--- src/rtl/bpf_alu_seq.sv ---
// Three-state sequencer that issues one BPF-style instruction to an external combinational ALU.
// Optional macro BPF_SEQ_DIVZERO_EN: forces A to 0 and sets a sticky err when dividing by zero.
module bpf_alu_seq #(
    parameter int W  = 8,
    parameter int CW = 4
) (
    input  logic          clk,
    input  logic          rst,
    input  logic          in_valid,
    output logic          in_ready,
    input  logic [1:0]    in_cls,
    input  logic [CW-1:0] in_op,
    input  logic          in_src,
    input  logic [W-1:0]  in_k,
    output logic [W-1:0]  alu_a,
    output logic [W-1:0]  alu_b,
    output logic [CW-1:0] alu_ctl,
    input  logic [W-1:0]  alu_out,
    output logic [W-1:0]  acc,
    output logic [W-1:0]  xreg,
    output logic          done,
    output logic          zero,
    output logic [7:0]    retired,
    output logic          err
);

    typedef enum logic [1:0] {IDLE, EXEC, DONE} state_t;

    localparam logic [1:0] CLS_ALU = 2'd0;
    localparam logic [1:0] CLS_LD  = 2'd1;
    localparam logic [1:0] CLS_TAX = 2'd2;
    localparam logic [1:0] CLS_TXA = 2'd3;

    state_t          state_q, state_d;
    logic [1:0]      cls_q;
    logic [CW-1:0]   op_q;
    logic            src_q;
    logic [W-1:0]    k_q;
    logic [W-1:0]    acc_q, acc_d;
    logic [W-1:0]    x_q, x_d;
    logic [7:0]      ret_q;
    logic            accept;

    assign accept = (state_q == IDLE) && in_valid;

`ifdef BPF_SEQ_DIVZERO_EN
    logic err_q, err_d;
`endif

    always_comb begin
        state_d  = state_q;
        acc_d    = acc_q;
        x_d      = x_q;
        in_ready = 1'b0;
        done     = 1'b0;
        alu_a    = '0;
        alu_b    = '0;
        alu_ctl  = '0;
`ifdef BPF_SEQ_DIVZERO_EN
        err_d    = err_q;
`endif
        case (state_q)
            IDLE: begin
                in_ready = 1'b1;
                if (in_valid) state_d = EXEC;
            end
            EXEC: begin
                state_d = DONE;
                if (cls_q == CLS_ALU) begin
                    alu_a   = acc_q;
                    alu_b   = src_q ? x_q : k_q;
                    alu_ctl = op_q;
                end
                case (cls_q)
                    CLS_ALU: begin
                        acc_d = alu_out;
`ifdef BPF_SEQ_DIVZERO_EN
                        // Divide by zero: the ALU result is meaningless, so clear A and flag it.
                        if (op_q == CW'(3) && alu_b == '0) begin
                            acc_d = '0;
                            err_d = 1'b1;
                        end
`endif
                    end
                    CLS_LD:  acc_d = k_q;
                    CLS_TAX: x_d   = acc_q;
                    CLS_TXA: acc_d = x_q;
                    default: acc_d = acc_q;
                endcase
            end
            DONE: begin
                done    = 1'b1;
                state_d = IDLE;
            end
            default: state_d = IDLE;
        endcase
    end

    always_ff @(posedge clk or posedge rst) begin
        if (rst) begin
            state_q <= IDLE;
            cls_q   <= '0;
            op_q    <= '0;
            src_q   <= 1'b0;
            k_q     <= '0;
            acc_q   <= '0;
            x_q     <= '0;
            ret_q   <= '0;
        end else begin
            state_q <= state_d;
            acc_q   <= acc_d;
            x_q     <= x_d;
            if (accept) begin
                cls_q <= in_cls;
                op_q  <= in_op;
                src_q <= in_src;
                k_q   <= in_k;
            end
            if (state_q == DONE) ret_q <= ret_q + 8'd1;
        end
    end

`ifdef BPF_SEQ_DIVZERO_EN
    always_ff @(posedge clk or posedge rst) begin
        if (rst) err_q <= 1'b0;
        else     err_q <= err_d;
    end
    assign err = err_q;
`else
    assign err = 1'b0;
`endif

    assign acc     = acc_q;
    assign xreg    = x_q;
    assign zero    = (acc_q == '0);
    assign retired = ret_q;

endmodule

--- config.mk ---
export PLATFORM = sky130hd
export DESIGN_NAME = bpf_alu_seq
export DESIGN_NICKNAME = d
export VERILOG_FILES = /design/src/rtl/bpf_alu_seq.sv
export SDC_FILE = /design/constraint.sdc
export NUM_CORES = 1
export LEC_CHECK = 0
export ABC_AREA = 1
export BUFFER_PORTS_ARGS = -buffer_cell sky130_fd_sc_hd__buf_2
export CAP_MARGIN = 20
export CORE_UTILIZATION = 35
export DETAILED_ROUTE_END_ITERATION = 10
export PLACE_DENSITY = 0.65
export RECOVER_POWER = 50
export SETUP_SLACK_MARGIN = 0.4
export SLEW_MARGIN = 20
export SYNTH_ARGS = -nofsm -noshare
export SYNTH_HDL_FRONTEND = slang
export SYNTH_SLANG_ARGS = --single-unit
export TNS_END_PERCENT = 10
--- constraint.sdc ---
create_clock -name clk -period 1.77 [get_ports clk]
set_clock_uncertainty 0.1 [all_clocks]
set_input_delay 0.354 -clock clk [delete_from_list [all_inputs] [get_ports clk]]
set_output_delay 0.354 -clock clk [all_outputs]
set_load 0.02 [all_outputs]
==> flow_summary.toml <==
[status]
status = "finished, violations left"
violations = "negative setup slack"

[timing]
hold-worst-slack_ns = 0.1583
worst_pin_slew_ns = 1.037
fin_crit_sh = 1.033
period_needed_ns = 1.828
timing.final.max_slew_violations = 0
hold_viol_final = 0
rsz0062_at_grt = "true"
fin_ws_ns = -0.05760
timing.fmax_mhz = 547.2
slew_headroom = 0.3085
setup-violations-final = 16

[synth]
syn_nets = 303
syn_inst = 276
ys_seq_area_frac = 0.4726
synth_top_family_by_area = "simple AND/OR/NAND/NOR gates"
ys_types = 29
netlist_area_mm2 = 0.002171
synth_compound_area_frac = 0.09049
avgSynthCellArea_um2 = 7.865
ys_ff_latch = 41
synth_mux_area_frac = 0
synth_warnings = 0
synthXorXnorAreaFrac = 0.008069
synthAdderAreaFrac = 0.005764
synthSimpleGateAreaFrac = 0.3285

[floorplan]
num_rows = 28
die_w_um = 80.76
core_mm2 = 0.005956
die_h_um = 80.76
dieArea_mm2 = 0.006521
start_util = 0.3645
io_pins = 74

[clock_network]
ctsHoldBuffers = 0
clk_pin_slew_ns = 0.08
cts_buffers = 5
cts_num_sinks = 41
worstSkewPairLatency_ns = 0.29
cts_tree = "built"
cts_root_buffer = "clkbuf_8"
clockBufferDepth = 2
ctsHtreeMaxLevel = 2

[setup_path]
crit_required_ns = 1.32
endpoint_kind = "output pin"
worstPathArrival_ns = 1.37
startpoint_type = "flip-flop"
cp_max_fo = 14
critPathKind = "flip-flop to output pin"

[detailed_routing]
num_vias = 2007
drt_iter0_markers = 76
ant_nets = 0
drc = 0
detail_route.wl_per_cell_um = 12.91
dr.pass1.iters = 4
routed_wl_um = 5565
vias_per_cell = 4.657

[placement]
routabilityCongestion = 0.8206
dpl.cell_count = 421
dpl_worst_slack_ns = 0.1457
hpwlAfterDp_um = 3969
port_buffers = 72

[finish]
final_cell_mix = "nand2_1, dfrtp_1, buf_6"
seq_area_mm2 = 0.001033
n_fill_cell = 570
diodes = 0
layout-drive-gt1-share = 0.4298
fin_util = 0.5258
multi_input_area_mm2 = 0.001162
syn2layout_area_growth_pct = 44.26
final_nets = 382
fin_cells = 431
final_common_cell = "nand2_1"

[pwr]
vdd_drop_max_v = 0.0008788
p_per_area_mw_per_mm2 = 1296
p_total_mw = 4.059
p_leak_nw = 1.508

[flow_run]
maxCapViolCount = 0

[min_path]
hold_class = "primary input to flip-flop"

[grt]
grt_max_degree = 42
antenna_found_initial = 0
grt_usage = 0.1806
grt_first_pass_wirelength_um = 8921
grt_pass1_vias = 1895
grt_overflow = 0
==> area by class of cell <==
| type | instances | area share |
|---|---|---|
| multi-input cells | 195 | 0.3712 |
| inverters | 30 | 0.03955 |
| clock buffers | 8 | 0.02557 |
| well taps | 75 | 0.02996 |
| flip-flops and latches | 41 | 0.3300 |
| repair buffers | 82 | 0.2038 |
==> cell usage after synthesis (all sizes together) <==
library cell	n	area (um2)
a21oi	8	43.79
clkbuf	1	3.750
nand3	21	110.1
inv	29	111.4
ha	1	12.51
nand4	3	18.77
clkinv	1	3.750
nand2	120	465.5
conb	1	3.750
xnor2	1	8.760
dfrtp	41	1026
xor2	1	8.760
nor2	22	118.9
buf	9	82.58
o21ai	17	152.7
==> through the flow <==
step / TNS, ns / instance area, um2
final: -0.5457 / 3132
after detailed placement: 0 / 2798
after floorplan: 0 / 2386
after CTS: -0.8185 / 3045
after global placement: 0 / 2798
after global routing: -1.940 / 3132
==> repair_timing <==
| action | CTS | global route |
|---|---|---|
| endpoints found under the hold margin | 0 | 0 |
| endpoints found under the setup margin | 49 | 71 |
| pin swaps | 4 | 19 |
| gates resized for setup | 55 | 41 |
| buffers inserted | 2 | 0 |
==> worst paths after layout <==
kind | endpoint | from | slack (ns) | cells past startpoint
setup / recovery | alu_b[2] | state_q[0] | -0.06 | 6
hold / removal | k_q[7] | in_k[7] | 0.16 | 3
setup reg to reg | xreg[0] | state_q[0] | 0.10 | 6
hold reg to reg | retired[7] | retired[7] | 0.40 | 2
max in group asynchronous | xreg[5] | rst | 0.58 | 3
min in group asynchronous | retired[6] | rst | 0.28 | 3
==> critical path, stage by stage, from the launching register on <==
cell and delay (ns):
dfrtp_1 0.36, inv_2 0.07, nor2_8 0.12, nand3_4 0.09, buf_12 0.19, a21oi_4 0.12
buf_6 0.13
==> routing by layer <==
metal	GRT usage	share of wire	up-vias
met5	0	0	-
met4	0.05000	0.014	0
met3	0.04045	0.051	9
met2	0.3017	0.48	60
met1	0.2349	0.45	926
li1	-	-	1012
==> state kept, by name, indices dropped and copies added, names as in the netlist <==
name / count
acc: 8
cls_q: 2
k_q: 8
op_q: 4
retired: 8
src_q: 1
state_q: 2
xreg: 8
==> where the power goes <==
group | switching [mW] | internal, mW
sequential | 0.331 | 1.24
combinational | 1.18 | 0.730
clock | 0.305 | 0.280
total | 1.81 | 2.25
==> cell families (layout without fill, tap and decap cells) <==
kind of cell,count (synthesis),after routing
simple gates,166,166
fa+ha+maj,1,1
xor+xnor,2,2
other cells,1,1
buf+inv,40,120
flops,41,41
compound gates,25,25
Power figures use the tool's default switching activity.
